File: src/rtl/ipd_pkg.sv
// Shared types and helpers for the I-PD sequential controller.
// Holds the FSM state encoding and a generic signed saturation helper
// used for both the integrator clamp and the output clamp.
package ipd_pkg;

    typedef enum logic [2:0] {
        StIdle,
        StMulI,
        StMulP,
        StMulD,
        StOut
    } ipd_state_e;

    // Largest positive value of a w-bit signed quantity.
    function automatic logic signed [63:0] sat_hi(input int unsigned w);
        return (64'sd1 <<< (w - 1)) - 64'sd1;
    endfunction

    // Most negative limit; sym=1 gives the symmetric range +/-(2^(w-1)-1).
    function automatic logic signed [63:0] sat_lo(input int unsigned w, input logic sym);
        return sym ? -sat_hi(w) : -sat_hi(w) - 64'sd1;
    endfunction

    // Clamp v into the w-bit signed range.
    function automatic logic signed [63:0] sat_clip(input logic signed [63:0] v,
                                                    input int unsigned w,
                                                    input logic sym);
        if (v > sat_hi(w)) begin
            return sat_hi(w);
        end else if (v < sat_lo(w, sym)) begin
            return sat_lo(w, sym);
        end
        return v;
    endfunction

endpackage

File: src/rtl/ipd_mul.sv
// Registered signed multiplier, one cycle from operands to product.
// Shared by the integral, proportional and derivative product stages.
module ipd_mul #(
    parameter int unsigned A_W = 7,
    parameter int unsigned B_W = 10
) (
    input  logic                       clk,
    input  logic                       rst,
    input  logic signed [A_W-1:0]      a_i,
    input  logic signed [B_W-1:0]      b_i,
    output logic signed [A_W+B_W-1:0]  p_o
);

    // Full-width signed product, registered.
    always_ff @(posedge clk or posedge rst) begin
        if (rst) begin
            p_o <= '0;
        end else begin
            p_o <= a_i * b_i;
        end
    end

endmodule

File: src/rtl/ipd_seq_controller.sv
// Sequential I-PD servo controller: u = ik_next - KP*yk - KD*(yk - yk_prev).
// One shared multiplier is stepped through KI*ek, KP*yk and KD*dy by the FSM.
// Optional macro IPD_ANTIWINDUP_EN freezes the integrator while the output is
// saturated and the error would drive it further into the same limit.
module ipd_seq_controller
    import ipd_pkg::*;
#(
    parameter int unsigned Y_W   = 9,
    parameter int unsigned K_W   = 7,
    parameter int unsigned ACC_W = 24,
    parameter int unsigned OUT_W = 19,
    parameter int          KP    = 36,
    parameter int          KI    = 1,
    parameter int          KD    = 8
) (
    input  logic                    clk,
    input  logic                    rst,
    input  logic                    start,
    input  logic                    clr,
    input  logic signed [Y_W-1:0]   rk,
    input  logic signed [Y_W-1:0]   yk,
    output logic                    busy,
    output logic                    done,
    output logic signed [OUT_W-1:0] u,
    output logic                    sat
);

    localparam int unsigned E_W = Y_W + 1;
    localparam int unsigned P_W = K_W + E_W;
    localparam int unsigned U_W = ACC_W + 2;

    ipd_state_e              state_q;
    logic signed [Y_W-1:0]   yk_q, yk_prev_q;
    logic signed [E_W-1:0]   ek_q;
    logic signed [ACC_W-1:0] ik_q, ik_nx_q, pp_q;
    logic signed [OUT_W-1:0] u_q;
    logic                    sat_q, busy_q, done_q, clr_pend_q;

    logic signed [K_W-1:0]   mul_a;
    logic signed [E_W-1:0]   mul_b;
    logic signed [P_W-1:0]   prod;
    logic signed [ACC_W-1:0] prod_ext, ik_next;
    logic signed [E_W-1:0]   dy;
    logic signed [ACC_W:0]   ik_sum;
    logic signed [U_W-1:0]   u_full;
    logic signed [OUT_W-1:0] u_next;
    logic                    u_clamped;

    ipd_mul #(
        .A_W (K_W),
        .B_W (E_W)
    ) u_mul (
        .clk (clk),
        .rst (rst),
        .a_i (mul_a),
        .b_i (mul_b),
        .p_o (prod)
    );

    // Steer gain/operand pair into the shared multiplier for the current stage.
    always_comb begin
        dy    = E_W'(yk_q) - E_W'(yk_prev_q);
        mul_a = '0;
        mul_b = '0;
        case (state_q)
            StMulI: begin
                mul_a = K_W'(KI);
                mul_b = ek_q;
            end
            StMulP: begin
                mul_a = K_W'(KP);
                mul_b = E_W'(yk_q);
            end
            StMulD: begin
                mul_a = K_W'(KD);
                mul_b = dy;
            end
            default: ;
        endcase
    end

    // Integrator update and output sum; prod holds the product of the previous stage.
    always_comb begin
        prod_ext = ACC_W'(prod);
        ik_sum   = (ACC_W + 1)'(ik_q) + (ACC_W + 1)'(prod_ext);
`ifdef IPD_ANTIWINDUP_EN
        // prod is KI*ek here; freeze when it pushes further into the held limit.
        if (sat_q && ((prod > 0 && !u_q[OUT_W-1]) || (prod < 0 && u_q[OUT_W-1]))) begin
            ik_next = ik_q;
        end else begin
            ik_next = ACC_W'(sat_clip(64'(ik_sum), ACC_W, 1'b1));
        end
`else
        ik_next = ACC_W'(sat_clip(64'(ik_sum), ACC_W, 1'b1));
`endif
        u_full    = U_W'(ik_nx_q) - U_W'(pp_q) - U_W'(prod_ext);
        u_next    = OUT_W'(sat_clip(64'(u_full), OUT_W, 1'b0));
        u_clamped = (U_W'(u_next) != u_full);
    end

    // Control FSM with registered outputs and state writeback.
    always_ff @(posedge clk or posedge rst) begin
        if (rst) begin
            state_q    <= StIdle;
            yk_q       <= '0;
            yk_prev_q  <= '0;
            ek_q       <= '0;
            ik_q       <= '0;
            ik_nx_q    <= '0;
            pp_q       <= '0;
            u_q        <= '0;
            sat_q      <= 1'b0;
            busy_q     <= 1'b0;
            done_q     <= 1'b0;
            clr_pend_q <= 1'b0;
        end else begin
            done_q     <= 1'b0;
            // A clear seen at any busy cycle is applied at writeback.
            clr_pend_q <= clr_pend_q | clr;
            case (state_q)
                StIdle: begin
                    clr_pend_q <= 1'b0;
                    if (clr) begin
                        ik_q      <= '0;
                        yk_prev_q <= '0;
                    end else if (start) begin
                        yk_q    <= yk;
                        ek_q    <= E_W'(rk) - E_W'(yk);
                        busy_q  <= 1'b1;
                        state_q <= StMulI;
                    end
                end
                StMulI: state_q <= StMulP;
                StMulP: begin
                    ik_nx_q <= ik_next;
                    state_q <= StMulD;
                end
                StMulD: begin
                    pp_q    <= prod_ext;
                    state_q <= StOut;
                end
                StOut: begin
                    u_q     <= u_next;
                    sat_q   <= u_clamped;
                    done_q  <= 1'b1;
                    busy_q  <= 1'b0;
                    state_q <= StIdle;
                    if (clr || clr_pend_q) begin
                        ik_q      <= '0;
                        yk_prev_q <= '0;
                    end else begin
                        ik_q      <= ik_nx_q;
                        yk_prev_q <= yk_q;
                    end
                end
                default: state_q <= StIdle;
            endcase
        end
    end

    assign busy = busy_q;
    assign done = done_q;
    assign u    = u_q;
    assign sat  = sat_q;

endmodule

File: config.mk
export PLATFORM = sky130hd
export DESIGN_NAME = ipd_seq_controller
export DESIGN_NICKNAME = d
export VERILOG_FILES = /design/src/rtl/ipd_pkg.sv /design/src/rtl/ipd_mul.sv /design/src/rtl/ipd_seq_controller.sv
export SDC_FILE = /design/constraint.sdc
export NUM_CORES = 1
export LEC_CHECK = 0
export BUFFER_PORTS_ARGS = -buffer_cell sky130_fd_sc_hd__buf_2
export CAP_MARGIN = 25
export CORE_ASPECT_RATIO = 2
export CORE_MARGIN = 5
export CORE_UTILIZATION = 58
export CTS_CLUSTER_SIZE = 30
export DETAILED_ROUTE_END_ITERATION = 10
export PLACE_DENSITY = 0.77
export SLEW_MARGIN = 20
export SYNTH_ARGS = -nofsm -noshare
export SYNTH_HDL_FRONTEND = slang
export SYNTH_SLANG_ARGS = --single-unit
File: constraint.sdc
create_clock -name clk -period 5.1 [get_ports clk]
set_input_delay 0.51 -clock clk [delete_from_list [all_inputs] [get_ports clk]]
set_output_delay 0.51 -clock clk [all_outputs]
set_load 0.01 [all_outputs]
==> summary.md, run 1 <==
| Metric | Value |
|---|---|
| Outcome | finished, final reports clean |
| TritonCTS buffer count | 17 |
| Most frequent cells in the layout | 136 x dfrtp_1, 119 x inv_1, 93 x nand2_1, 92 x ha_1, 89 x nor2_1 |
| Global routing usage on met2 | 50.1% |
| Final setup fails | 0 |
| Clk slew on worst S/H paths | 0.06 ns |
| Placed instance area | 11700 um^2 |
| Largest net degree at the start of global routing | 97 |
| Final Cycle Share | 98.5% |
| Final Hold Fails | 0 |
| Top FF cell, synth | dfrtp_1 |
| Htree depth | 4 |
| TritonCTS clock tree | built |
| Synth Cell Area | 11100 um^2 |
| GR peak layer | met2 |
| Share of layout cells above drive strength 1 | 15.1% |
| Fill cells | approximately 1500 |
| Number of global-route vias before repair | 9755 |
| First-pass GRT wire length | between 40000 and 50000 um |
| Met1 usage | 24.0% |
| Placer congestion estimate | 0.944 |
| Clock Skew | 0.0109 ns |
| First-iteration detailed-routing DRC count | 415 |
| Yosys cell types | 86 |
| Most common cell after layout, fill and taps aside | dfrtp_1 |
| Number of flops mapped to enable cells by yosys | 0 |
| Yosys reg bits | between 100 and 150 |
| Routed Wire Length | between 20000 and 30000 um |
| Vias | 9374 |
| Setup TNS | 0 ns |
| Worst skew pair latency | 0.42 ns |
| Total gr overflow | 0 |
| Drc violations | 0 |
| Gr usage total | roughly a quarter |
| Synth Instances | 1212 |
| Area of the multi-input gates | roughly 7000 um^2 |
| FFs w/ async S/R, synth | 100% |
| Die Y-Extent | 206 um |
| Synth Area per Inst | 9.15 um^2 |
| I/O pins | 44 |
| Per-cell routed wire length | 18.0 um |
| Worst Setup Start Kind | register |
| Syn Nets | 1386 |
| Slew @ Worst Pin | 0.871 ns |
| Core area | 18800 um^2 |
| Design area | 12600 um^2 |
| Met3 usage | 2.86% |
| Initial Utilization | around three fifths |
| Hold buffer count at cts | 0 |
| Final HPWL DP | around 21000 um |
| Nets@finish | ~1400 |
| Critical path type | register to register |
| Area Growth Syn to Fin | 13.2% |
| Clk sinks | 136 |
| Die footprint | between 20000 and 25000 um^2 |
| Port-buffer cells | 43 |
| Routed Antenna Nets | 0 |
| Sequential share of the synthesized area | 30.7% |
| RSZ-0062 raised after global routing | yes |
| Number of antenna violations at the first check in global routing | 0 |
| Pins Over Slew Limit | 0 |
| WHS | 0.263 ns |
| Register cell area after layout | 3400 um^2 |
| Worst path required time | 5.39 ns |
| Worst Hold Class | input port to async pin |
| Length of the first detailed-routing pass in iterations | 5 |
| Maximum clock path buffer count | 2 |
| CP arrival | 5.31 ns |
| Rel. slew slack | 41.3% |
| Max Cap Violations | 0 |
| Clock root buffer | clkbuf_16 |
| Antenna diodes | 0 |
| YS warnings | 0 |
| Worst Path Max Fanout | 3 |
| F_max | 0.199 GHz |
| Die W | 108 um |
| Fin crit period | 5.02 ns |
| Vias per inst | 6.11 |
| Num rows | 71 |
| CP Capture Type | register |
-- worst max-delay path, cell delays in order, from the launching register on --
cell and delay (ns):
dfrtp_1 0.38, inv_1 0.08, ha_1 0.22, nor2b_1 0.14
o21ai_2 0.18, a21oi_2 0.09, o21ai_0 0.14, buf_4 0.15
nand2_1 0.06, xnor2_1 0.19, nor2_1 0.08, ha_1 0.31
ha_1 0.28, inv_1 0.05, fa_1 0.53, inv_1 0.05
fa_1 0.58, ha_4 0.22, a21o_1 0.20, a21o_1 0.18
a41o_1 0.30, o41ai_4 0.33, xnor2_1 0.14
-- cell families after synthesis --
group,Yosys count,synth area share [%]
compound gates,346,22.9
simple gates,339,14.5
flops,136,30.7
mux,4,0.395
xor+xnor,57,4.64
buf+inv,178,6.52
fa+ha+maj,152,20.3
-- metal layers --
layer	wire (um)	part of all wire, %
met5	0	0
met4	1820	6.6
met3	708	2.6
met2	15700	57
met1	9450	34
-- cells in the mapped netlist, types with 4 or more instances --
library cell	n	area, um^2
fa_1	47	941
or3_1	8	50.1
a211oi_1	11	82.6
a22oi_1	13	97.6
nand2b_1	6	37.5
a21oi_1	60	300
a21oi_2	4	35.0
a22o_1	34	298
a221oi_1	12	105
nor2b_1	12	75.1
o31ai_1	7	52.6
buf_2	15	75.1
a211o_1	5	43.8
nand3_1	39	195
a41oi_1	4	35.0
o221a_2	8	90.1
nor2_1	90	338
nor4_1	6	37.5
nor3_1	38	190
and3_1	12	75.1
buf_6	4	45.0
dfrtp_1	136	3400
o21bai_1	5	37.5
o21a_1	9	67.6
o21ai_1	4	20.0
xor2_1	18	158
a31oi_1	10	62.6
a21boi_0	4	30.0
xnor2_1	37	324
o211ai_1	6	45.0
inv_1	124	465
nor3b_1	4	30.0
o21ai_0	66	330
nand4_1	4	25.0
a41o_1	18	180
nand2_1	94	353
ha_1	105	1310
a21o_1	21	158
and2_1	10	62.6
clkbuf_1	31	116
-- repair_timing --
| item | 4_1_cts | 5_1_grt |
|---|---|---|
| buffers inserted | 0 | 2 |
| gates resized for setup | 17 | 18 |
| endpoints found under the setup margin | 2 | 4 |
| pin swaps | 21 | 18 |
| hold endpoints to repair | 0 | 0 |
-- layout make-up --
cell class	instances	area share, %
tap	255	2.54
sequential	136	27.1
timing repair buffer	89	4.52
clock buffer	20	3.56
clock inverter	10	1.15
inverter	125	3.78
multi-input combinational	898	57.4
-- worst paths after layout --
path / startpoint / end / slack, ns / cells past startpoint
min reg2reg: ek_q[1] / ek_q[1] / 0.47 / 2
min in group clk: yk[0] / yk_q[0] / 0.34 / 2
max: yk_prev_q[1] / u_mul.p_o[15] / 0.08 / 22
max reg2reg: yk_prev_q[1] / u_mul.p_o[15] / 0.08 / 22
max in group asynchronous: rst / pp_q[16] / 3.75 / 3
min: rst / ek_q[0] / 0.26 / 2
-- per-stage QoR --
step                      utilization (%)  worst slack (ns)  std cells
after detailed placement             62.3            -0.207       1500
final                                66.7            0.0754       1533
after CTS                            65.7           0.00304       1530
after global routing                 66.7            -0.123       1533
after floorplan                         -            0.0728       1212
after global placement               62.3            -0.169       1500
-- registers in the layout, indices dropped and copies added, names as in the netlist, 3 cells and up --
signal and cells:
ik_nx_q 24, pp_q 17, ik_q 24, u_mul.p_o 17, yk_q 9, yk_prev_q 9, state_q 3, u 19
ek_q 10
Power of run 1 is left out: the tool's default activity adds up to more than one toggle a clock period on the data nets, which glitch-free logic cannot reach.
==> inputs of run 2 (changes only) <==
CORE_UTILIZATION = 50   (was 58)
HOLD_SLACK_MARGIN = 0.1   (was unset)
PLACE_DENSITY = 0.67   (was 0.77)
==> summary.md, run 2 (same netlist as run 1, synthesis figures left out) <==
| Metric | Value |
|---|---|
| Outcome | finished, final reports clean |
| Vias | 9210 |
| Die footprint | between 20000 and 30000 um^2 |
| Antenna diodes | 0 |
| TritonCTS clock tree | built |
| Largest net degree at the start of global routing | 96 |
| Number of global-route vias before repair | 9689 |
| First-pass GRT wire length | 46200 um |
| Bufs and invs on worst path | 5 |
| Most common cell after layout, fill and taps aside | dfrtp_1 |
| Final setup fails | 0 |
| Length of the first detailed-routing pass in iterations | 5 |
| Critical path type | register to register |
| I/O pins | 44 |
| Clk sinks | about 140 |
| Final Worst Setup Slack | 0.0228 ns |
| Most frequent cells in the layout | 136 x dfrtp_1, 118 x inv_1, 96 x ha_1, 92 x nand2_1, 90 x nor2_1 |
| Total gr overflow | 0 |
| Fin crit period | 5.08 ns |
| Crit-path slowest cell | fa_1 |
| CP top delay family | adder cells |
| Num rows | 77 |
| Clock root buffer | clkbuf_16 |
| Clock Skew | 0.00657 ns |
| Worst-path cell chain | ha_4, buf_4, buf_4, nor2b_1, o21ai_1, a21oi_1, o21ai_1, a21oi_2, o21ai_1, a32o_1, inv_1, ha_1, ha_1, fa_1, inv_1, fa_1, inv_1, ha_2, or3_1, a211o_1, a31o_2, a21oi_2, xnor2_1 |
| Placer congestion estimate | 0.987 |
| Final Hold Fails | 0 |
| Number of antenna violations at the first check in global routing | 0 |
| Final Cycle Share | 99.6% |
| Share of layout cells above drive strength 1 | about 15% |
| Worst path required time | 5.46 ns |
| Gr usage total | between 20% and 30% |
| Vias per inst | 5.90 |
| Worst skew pair latency | 0.44 ns |
| RSZ-0062 raised after global routing | yes |
| Pre-CTS WS | -0.265 ns |
| Worst Hold Class | input port to async pin |
| Rel. slew slack | 41.8% |
| Initial Utilization | between 50 and 60% |
| Worst Path Max Fanout | 3 |
| Die W | about 120 um |
| Pins Over Slew Limit | 0 |
| Htree depth | 4 |
| Die Y-Extent | 221 um |
| Worst Setup Start Kind | register |
| Core area | 22000 um^2 |
| TritonCTS buffer count | 17 |
| CP arrival | roughly 5.4 ns |
| Area Growth Syn to Fin | 13.3% |
| Nets@finish | ~1400 |
| Routed Antenna Nets | 0 |
| Fill cells | 1980 |
| CP Capture Type | register |
| Slew @ Worst Pin | 0.872 ns |
| Max Cap Violations | 0 |
| Critical Path Max Stage Delay | 0.54 ns |
| Per-cell routed wire length | 18.1 um |
| Drc violations | 0 |
| F_max | 0.197 GHz |
| Cell depth of the worst setup path | 23 |
| Final HPWL DP | around 22000 um |
| Reg2reg path depth | 23 |
| First-iteration detailed-routing DRC count | around 440 |
| WHS | 0.249 ns |
| Routed Wire Length | roughly 28000 um |
| Maximum clock path buffer count | 2 |
| Clk slew on worst S/H paths | 0.06 ns |
| Port-buffer cells | 43 |
## run 2: cell count changes in the layout (fill, tap and decap cells not counted), sizes merged
cell	previous run	this run
buf	89	95
clkbuf	20	23
clkinv	5	4
clkinvlp	0	1
inv	127	126
## run 2: repair_timing
action,CTS,global route
pin swaps,28,10
setup buffers,6,3
endpoints found under the setup margin,2,5
gates resized for setup,19,8
hold buffers,0,0
## run 2: cell type report
class | instances | area [um^2] | share of cell area (%)
flip-flops and latches | 136 | 3400 | 27.1
well taps | 276 | 345 | 2.75
inverters | 125 | 474 | 3.77
multi-input cells | 898 | 7120 | 56.6
repair buffers | 95 | 609 | 4.85
clock buffers | 23 | 478 | 3.80
clock inverters | 9 | 138 | 1.10
## run 2: worst paths after layout
path	slack, ns	end	startpoint
max	0.02	u_mul.p_o[16]	yk_prev_q[0]
min	0.25	yk_prev_q[8]	rst
max reg2reg	0.02	u_mul.p_o[16]	yk_prev_q[0]
min reg2reg	0.47	ek_q[0]	ek_q[0]
max in group asynchronous	3.79	ik_nx_q[19]	rst
min in group clk	0.35	yk_q[3]	yk[3]
## run 2: routing by layer
metal | up-vias | track usage [%] | wire, um
met3 | 87 | 3.26 | 694
met2 | 188 | 46.6 | 16300
met5 | - | 0 | 0
met4 | 0 | 11.9 | 1440
li1 | 4471 | - | -
met1 | 4464 | 21.9 | 9760
## run 2: through the flow
step / utilization, % / instances / cell area, um^2 / setup TNS, ns
final: 57.2 / 1562 / 12600 / 0
after global routing: 57.2 / 1562 / 12600 / -0.194
after CTS: 56.9 / 1559 / 12500 / -0.0602
after detailed placement: 53.5 / 1521 / 11800 / -0.436
after global placement: 53.5 / 1521 / 11800 / -0.252
after floorplan: - / 1212 / 11100 / 0
Power of run 2 is left out for the same reason.
